`src/rtl/mem_bus_arbiter.sv`:
```
// ============================================================================
// Module   : mem_bus_arbiter
// Brief    : Round-robin arbiter sharing one memory port between IFU and LSU,
//            one outstanding transaction, grant held until the response is taken.
//            Optional macro ARB_TIMEOUT_EN adds a response watchdog.
// Revision : 1.0 - initial release
// ============================================================================
`default_nettype none

module mem_bus_arbiter #(
    parameter int ADDR_W         = 32,
    parameter int DATA_W         = 32,
    parameter int TIMEOUT_CYCLES = 255
) (
    input  logic                  clk,
    input  logic                  rst,
    input  logic                  ifu_req_valid,
    output logic                  ifu_req_ready,
    input  logic [ADDR_W-1:0]     ifu_req_addr,
    output logic                  ifu_resp_valid,
    input  logic                  ifu_resp_ready,
    output logic [DATA_W-1:0]     ifu_resp_data,
    output logic                  ifu_resp_err,
    input  logic                  lsu_req_valid,
    output logic                  lsu_req_ready,
    input  logic [ADDR_W-1:0]     lsu_req_addr,
    input  logic                  lsu_req_wen,
    input  logic [DATA_W-1:0]     lsu_req_wdata,
    input  logic [DATA_W/8-1:0]   lsu_req_wstrb,
    output logic                  lsu_resp_valid,
    input  logic                  lsu_resp_ready,
    output logic [DATA_W-1:0]     lsu_resp_data,
    output logic                  lsu_resp_err,
    output logic                  mem_req_valid,
    input  logic                  mem_req_ready,
    output logic [ADDR_W-1:0]     mem_req_addr,
    output logic                  mem_req_wen,
    output logic [DATA_W-1:0]     mem_req_wdata,
    output logic [DATA_W/8-1:0]   mem_req_wstrb,
    input  logic                  mem_resp_valid,
    output logic                  mem_resp_ready,
    input  logic [DATA_W-1:0]     mem_resp_data,
    input  logic                  mem_resp_err,
    output logic                  grant_lsu
);

    typedef enum logic [1:0] {
        S_IDLE = 2'd0,
        S_REQ  = 2'd1,
        S_RESP = 2'd2
    } state_t;

    state_t state_q, state_d;
    logic   grant_lsu_q, grant_lsu_d;
    logic   last_lsu_q, last_lsu_d;

    logic              w_tmo;
    logic              w_rsp_valid;
    logic [DATA_W-1:0] w_rsp_data;
    logic              w_rsp_err;

`ifdef ARB_TIMEOUT_EN
    localparam int                CNT_W = $clog2(TIMEOUT_CYCLES + 1);
    localparam logic [CNT_W-1:0]  c_TMO = CNT_W'(TIMEOUT_CYCLES);

    logic [CNT_W-1:0] tmo_cnt_q, tmo_cnt_d;

    // Counter saturates at the limit so the synthesized error stays asserted.
    assign w_tmo = (state_q == S_RESP) && (tmo_cnt_q == c_TMO);

    always_comb begin
        tmo_cnt_d = tmo_cnt_q;
        if (state_q != S_RESP) begin
            tmo_cnt_d = '0;
        end else if (!mem_resp_valid && !w_tmo) begin
            tmo_cnt_d = tmo_cnt_q + 1'b1;
        end
    end

    always_ff @(posedge clk or negedge rst) begin
        if (!rst) begin
            tmo_cnt_q <= '0;
        end else begin
            tmo_cnt_q <= tmo_cnt_d;
        end
    end
`else
    assign w_tmo = 1'b0;
`endif

    assign w_rsp_valid = w_tmo | mem_resp_valid;
    assign w_rsp_data  = w_tmo ? '0 : mem_resp_data;
    assign w_rsp_err   = w_tmo | mem_resp_err;
    assign grant_lsu   = grant_lsu_q;

    always_ff @(posedge clk or negedge rst) begin
        if (!rst) begin
            state_q     <= S_IDLE;
            grant_lsu_q <= 1'b0;
            last_lsu_q  <= 1'b1;
        end else begin
            state_q     <= state_d;
            grant_lsu_q <= grant_lsu_d;
            last_lsu_q  <= last_lsu_d;
        end
    end

    always_comb begin
        state_d        = state_q;
        grant_lsu_d    = grant_lsu_q;
        last_lsu_d     = last_lsu_q;
        ifu_req_ready  = 1'b0;
        lsu_req_ready  = 1'b0;
        ifu_resp_valid = 1'b0;
        ifu_resp_data  = '0;
        ifu_resp_err   = 1'b0;
        lsu_resp_valid = 1'b0;
        lsu_resp_data  = '0;
        lsu_resp_err   = 1'b0;
        mem_req_valid  = 1'b0;
        mem_req_addr   = '0;
        mem_req_wen    = 1'b0;
        mem_req_wdata  = '0;
        mem_req_wstrb  = '0;
        mem_resp_ready = 1'b0;

        case (state_q)
            S_IDLE: begin
                // Contention goes to whichever master was not served last.
                if (ifu_req_valid || lsu_req_valid) begin
                    grant_lsu_d = (ifu_req_valid && lsu_req_valid) ? ~last_lsu_q
                                                                   : lsu_req_valid;
                    state_d     = S_REQ;
                end
            end

            S_REQ: begin
                if (grant_lsu_q) begin
                    mem_req_valid = lsu_req_valid;
                    mem_req_addr  = lsu_req_addr;
                    mem_req_wen   = lsu_req_wen;
                    mem_req_wdata = lsu_req_wdata;
                    mem_req_wstrb = lsu_req_wstrb;
                    lsu_req_ready = mem_req_ready;
                end else begin
                    mem_req_valid = ifu_req_valid;
                    mem_req_addr  = ifu_req_addr;
                    ifu_req_ready = mem_req_ready;
                end
                if (mem_req_valid && mem_req_ready) begin
                    state_d    = S_RESP;
                    last_lsu_d = grant_lsu_q;
                end
            end

            S_RESP: begin
                if (grant_lsu_q) begin
                    lsu_resp_valid = w_rsp_valid;
                    lsu_resp_data  = w_rsp_data;
                    lsu_resp_err   = w_rsp_err;
                    mem_resp_ready = lsu_resp_ready;
                end else begin
                    ifu_resp_valid = w_rsp_valid;
                    ifu_resp_data  = w_rsp_data;
                    ifu_resp_err   = w_rsp_err;
                    mem_resp_ready = ifu_resp_ready;
                end
                if (w_rsp_valid && mem_resp_ready) begin
                    state_d = S_IDLE;
                end
            end

            default: begin
                state_d = S_IDLE;
            end
        endcase
    end

endmodule

`default_nettype wire

```
`config.mk`:
```
export PLATFORM = sky130hd
export DESIGN_NAME = mem_bus_arbiter
export DESIGN_NICKNAME = d
export VERILOG_FILES = /design/src/rtl/mem_bus_arbiter.sv
export SDC_FILE = /design/constraint.sdc
export NUM_CORES = 1
export LEC_CHECK = 0
export ABC_AREA = 1
export CAP_MARGIN = 0
export CORE_AREA = 2 2 111 113
export DETAILED_ROUTE_END_ITERATION = 8
export DIE_AREA = 0 0 113 115
export PLACE_DENSITY = 0.61
export SYNTH_ARGS = -nofsm -noshare
export SYNTH_HDL_FRONTEND = slang
export SYNTH_SLANG_ARGS = --single-unit
```
`constraint.sdc`:
```
create_clock -name clk -period 1.5 [get_ports clk]
set_input_delay 0.3 -clock clk [delete_from_list [all_inputs] [get_ports clk]]
set_output_delay 0.3 -clock clk [all_outputs]
set_load 0.05 [all_outputs]
```
; ---- Yosys cells after proc, flatten, opt, wreduce, memory -nomap -nowiden
; Index checks and enable logic that the tools add are counted.
[totals]
ff_bits = 4
in_bits = 142
output_inout_bits = 142
elab_cells = 52
[classes]
eq_ne = 5
mux = 35
n_bitwise = 1
n_reduce_logical = 8
[op_table]
columns = op, n
row1 = $mux 32, 8
row2 = $mux 1, 21
row3 = $mux 4, 2
row4 = $mux 2, 3
row5 = $ne 2x2->1 const B, 3
row6 = $pmux 2 s3, 1
row7 = $reduce_and 2->1, 2
row8 = $logic_and 1x1->1, 3
row9 = $reduce_and 3->1, 1
row10 = $eq 2x1->1 const B, 1
row11 = $eq 2x2->1 const B, 1
row12 = $logic_not 2->1, 1
row13 = $logic_or 1x1->1, 1
row14 = $not 1->1, 1

; ---- Depth between registers and ports, before layout
; Gate-level depths: netlist (run 1).
[depth]
ltp_word = 5
ltp_mapped = 6
depth_no_buf = 6

; ---- Worst setup path before layout (run 1)
; No wires, ideal clock.
[synth_timing]
path_type = register -> output
from = register grant_lsu_q, in the netlist grant_lsu
to = output port lsu_req_ready
arrival_time_ns = 2.115
required_ns = 1.200
setup_slack_ns = -0.915
stages_incl_launch_ff = 4
n_path_buf = 1
path_cell_list = dfrtp_1 > inv_2 > buf_6 > nor3_1
[synth_via]
elab_chain_cells = 2
[synth_rtl]
columns = element, line_no
row1 = from (decl), 54  ; logic grant_lsu_q, grant_lsu_d;
row2 = from (signal assigned), 103  ; grant_lsu_q <= grant_lsu_d;
row3 = $mux 1, 138  ; if (grant_lsu_q) begin
row4 = $mux 1, 127  ; case (state_q)
row5 = to (decl), 25  ; output logic lsu_req_ready,
; No other way between the ends.

; ---- Worst setup path in the final report (run 1)
[layout_timing]
from = register grant_lsu_q, in the netlist grant_lsu
to = output port lsu_resp_data[12]
[layout_via]
elab_chain_cells = 2
[layout_rtl]
columns = element, line_no
row1 = $mux 32, 157  ; if (grant_lsu_q) begin
row2 = $mux 32, 127
row3 = to (decl), 32  ; output logic [DATA_W-1:0] lsu_resp_data,
; No other way between the ends.

==> results_dict.tcl, run 1 <==
set metrics [dict create \
    setup_viol 141 \
    setup_ws_ns -0.274 \
    crit_arrival_ns 1.47 \
    crit_start "grant_lsu$_DFFE_PN0P_" \
    period_minus_slack_ns 1.77 \
    syn2layout_area_growth_pct 363 \
    cts_num_sinks 4 \
    final_area_um2 7420 \
    whs_ns 0.272 \
    dp_cells 776 \
    gp_congestion 0.814 \
    cts_tree "built" \
    synthesis.area_um2 1600 \
    clockBufferDepth 2 \
    max_cap_viol_count 0 \
    core-area_um2 11800 \
    relSlewSlack 0.825 \
    fin_util 0.628 \
    netlist_instances 339 \
    hpwlAfterDp_mm 9.51 \
    ys_warn_count 0 \
    finalMaxSlewViolations 0 \
    avgSynthCellArea_um2 4.73 \
    die_y_um 115 \
    power.density_nw_per_um2 1840 \
    die_area_um2 13000 \
    port_buffers 283 \
    cts_buffers 3 \
    drt-wirelength-per-cell_um 14.4 \
    grt_pass1_wl_mm 17.1 \
    fmax_ghz 0.564 \
    clockRootBuffer "clkbuf_16" \
    drt_wl_total_mm 11.4 \
    status "finished with violations" \
    clk_pin_slew_worst_paths_ns 0.03 \
    nFillCells 956 \
    start_util 0.136 \
    fin_cells 792 \
    timing.rr.start "state_q[0]$_DFFE_PN0P_" \
    drc 20 \
    hold_viol 0 \
    grt_use_total 0.163 \
    dr.pass1.iters 6 \
    grt_pass1_vias 3373 \
    peakVddDrop_v 0.00173 \
    layout_commonest_cell "clkdlybuf4s50_1" \
    worst_setup_path_end_kind "output pin" \
    reg2reg_slack_ns 0.17 \
    num_io_pins 284 \
    hold_class "input pin to asynchronous set/reset pin" \
    crit_type "flop to output pin" \
    place_area_um2 6870 \
    n_antenna_cell 0 \
    layout_common_cells "clkdlybuf4s50_1, buf_12, nand2_1" \
    drive_above_1_share 0.561 \
    fin_skew_ns 0.00197 \
    viasPerCell 4.15 \
    startpoint_type "flop" \
    leakage_nw 2.99 \
    ys_seq_area_frac 0.0632 \
    ant_nets 0 \
    synth_fp_nets 481 \
    via_count 3288 \
    overflow 0 \
    yosys.cell_types.count 18 \
    period_share 1.18 \
    tightest_slew_ns 0.263 \
    grt_max_degree 35 \
    violations "design-rule violations, negative setup slack" \
    worstSkewPairLatency_ns 0.23 \
    fin_nets 788 \
    rsz0062_at_grt "true" \
    htreeDepth 1 \
    ctsHoldBuffers 0 \
    critPathMaxFanout 34 \
    cp.required_ns 1.20 \
    ys_seq_elements 4 \
    rows 40 \
    drt_iter0_markers 113 \
    dieWidth_um 113 \
    antenna_found_initial 0 \
]
area by class of cell:
class / count / area [um2] / share of cell area
clock buffer: 4 / 78.8 / 0.0106
multi-input combinational: 269 / 2240 / 0.301
sequential: 4 / 106 / 0.0143
timing repair buffer: 326 / 4650 / 0.627
inverter: 42 / 165 / 0.0223
tap: 147 / 184 / 0.0248
state kept, by name, indices dropped and copies added (netlist names):
signal,count
state_q,2
last_lsu_q,1
grant_lsu,1
logic make-up after synthesis:
group	after synthesis	share of synthesized area
and+or+nand+nor	233	0.560
buffers and inverters	67	0.259
AOI/OAI and AO/OA	35	0.118
DFF	4	0.0632
cell usage after synthesis:
cell type	n	area (um2)
and3_1	1	6.26
nor3_1	2	10.0
dfrtp_1	3	75.1
nand2_2	3	18.8
inv_2	1	3.75
a21oi_2	3	26.3
dfstp_2	1	26.3
o21ai_0	1	5.00
nand2_1	116	435
buf_4	3	22.5
a21boi_0	1	7.51
nor2_1	108	405
nand3_1	2	10.0
a21oi_1	30	150
buf_2	2	10.0
inv_1	41	154
buf_6	20	225
nor2_4	1	11.3
what timing repair did:
item,CTS,global route
setup buffers,4,0
pin swaps,6,6
gates cloned,5,3
setup endpoints to repair,141,141
resized for setup,54,17
worst max-delay path: stages (launching register included):
cell and delay [ns]:
dfrtp_4 0.50, buf_6 0.14, nand2_2 0.08, buf_12 0.23
nor2_2 0.09, buf_12 0.15
through the flow:
step | power [mW] | TNS, ns | setup WS, ns
4_1_cts | 13.5 | -31.87 | -0.274
2_1_floorplan | 7.31 | -12.73 | -0.134
3_3_place_gp | 12.2 | -2.01 | -0.0620
3_5_place_dp | 12.3 | -4.22 | -0.127
5_1_grt | 14.2 | -37.55 | -0.300
6_report | 13.6 | -30.02 | -0.274
power breakdown:
part / switching [mW] / leakage, nW / internal, mW
combinational: 7.13 / 2.91 / 5.82
sequential: 0.0625 / 0.0455 / 0.178
clock: 0.0838 / 0.0382 / 0.352
layer usage:
metal | track usage | routed length, um
met2 | 0.326 | 6330
met1 | 0.166 | 3700
met3 | 0.0496 | 1200
met5 | 0 | 0
met4 | 0.0350 | 148
final timing paths:
| check | end | depth (start not counted) |
|---|---|---|
| setup / recovery | lsu_resp_data[12] | 5 |
| hold / removal | state_q[1]$_DFFE_PN0P_ | 1 |
| setup reg to reg | last_lsu_q$_DFFE_PN1P_ | 8 |
| hold reg to reg | last_lsu_q$_DFFE_PN1P_ | 2 |
| max in group asynchronous | last_lsu_q$_DFFE_PN1P_ | 1 |
| min in group clk | last_lsu_q$_DFFE_PN1P_ | 2 |
No activity file was read; power rests on OpenSTA's default activity.
==> inputs of run 2 (changes only) <==
--- a/config.mk
+++ b/config.mk
@@ -10,6 +10,7 @@
 export CORE_AREA = 2 2 111 113
 export DETAILED_ROUTE_END_ITERATION = 8
 export DIE_AREA = 0 0 113 115
+export HOLD_SLACK_MARGIN = 0.05
 export PLACE_DENSITY = 0.61
 export SYNTH_ARGS = -nofsm -noshare
 export SYNTH_HDL_FRONTEND = slang
==> results of run 2 <==
The final DEF is identical to that of run 1; final timing and power are the same.
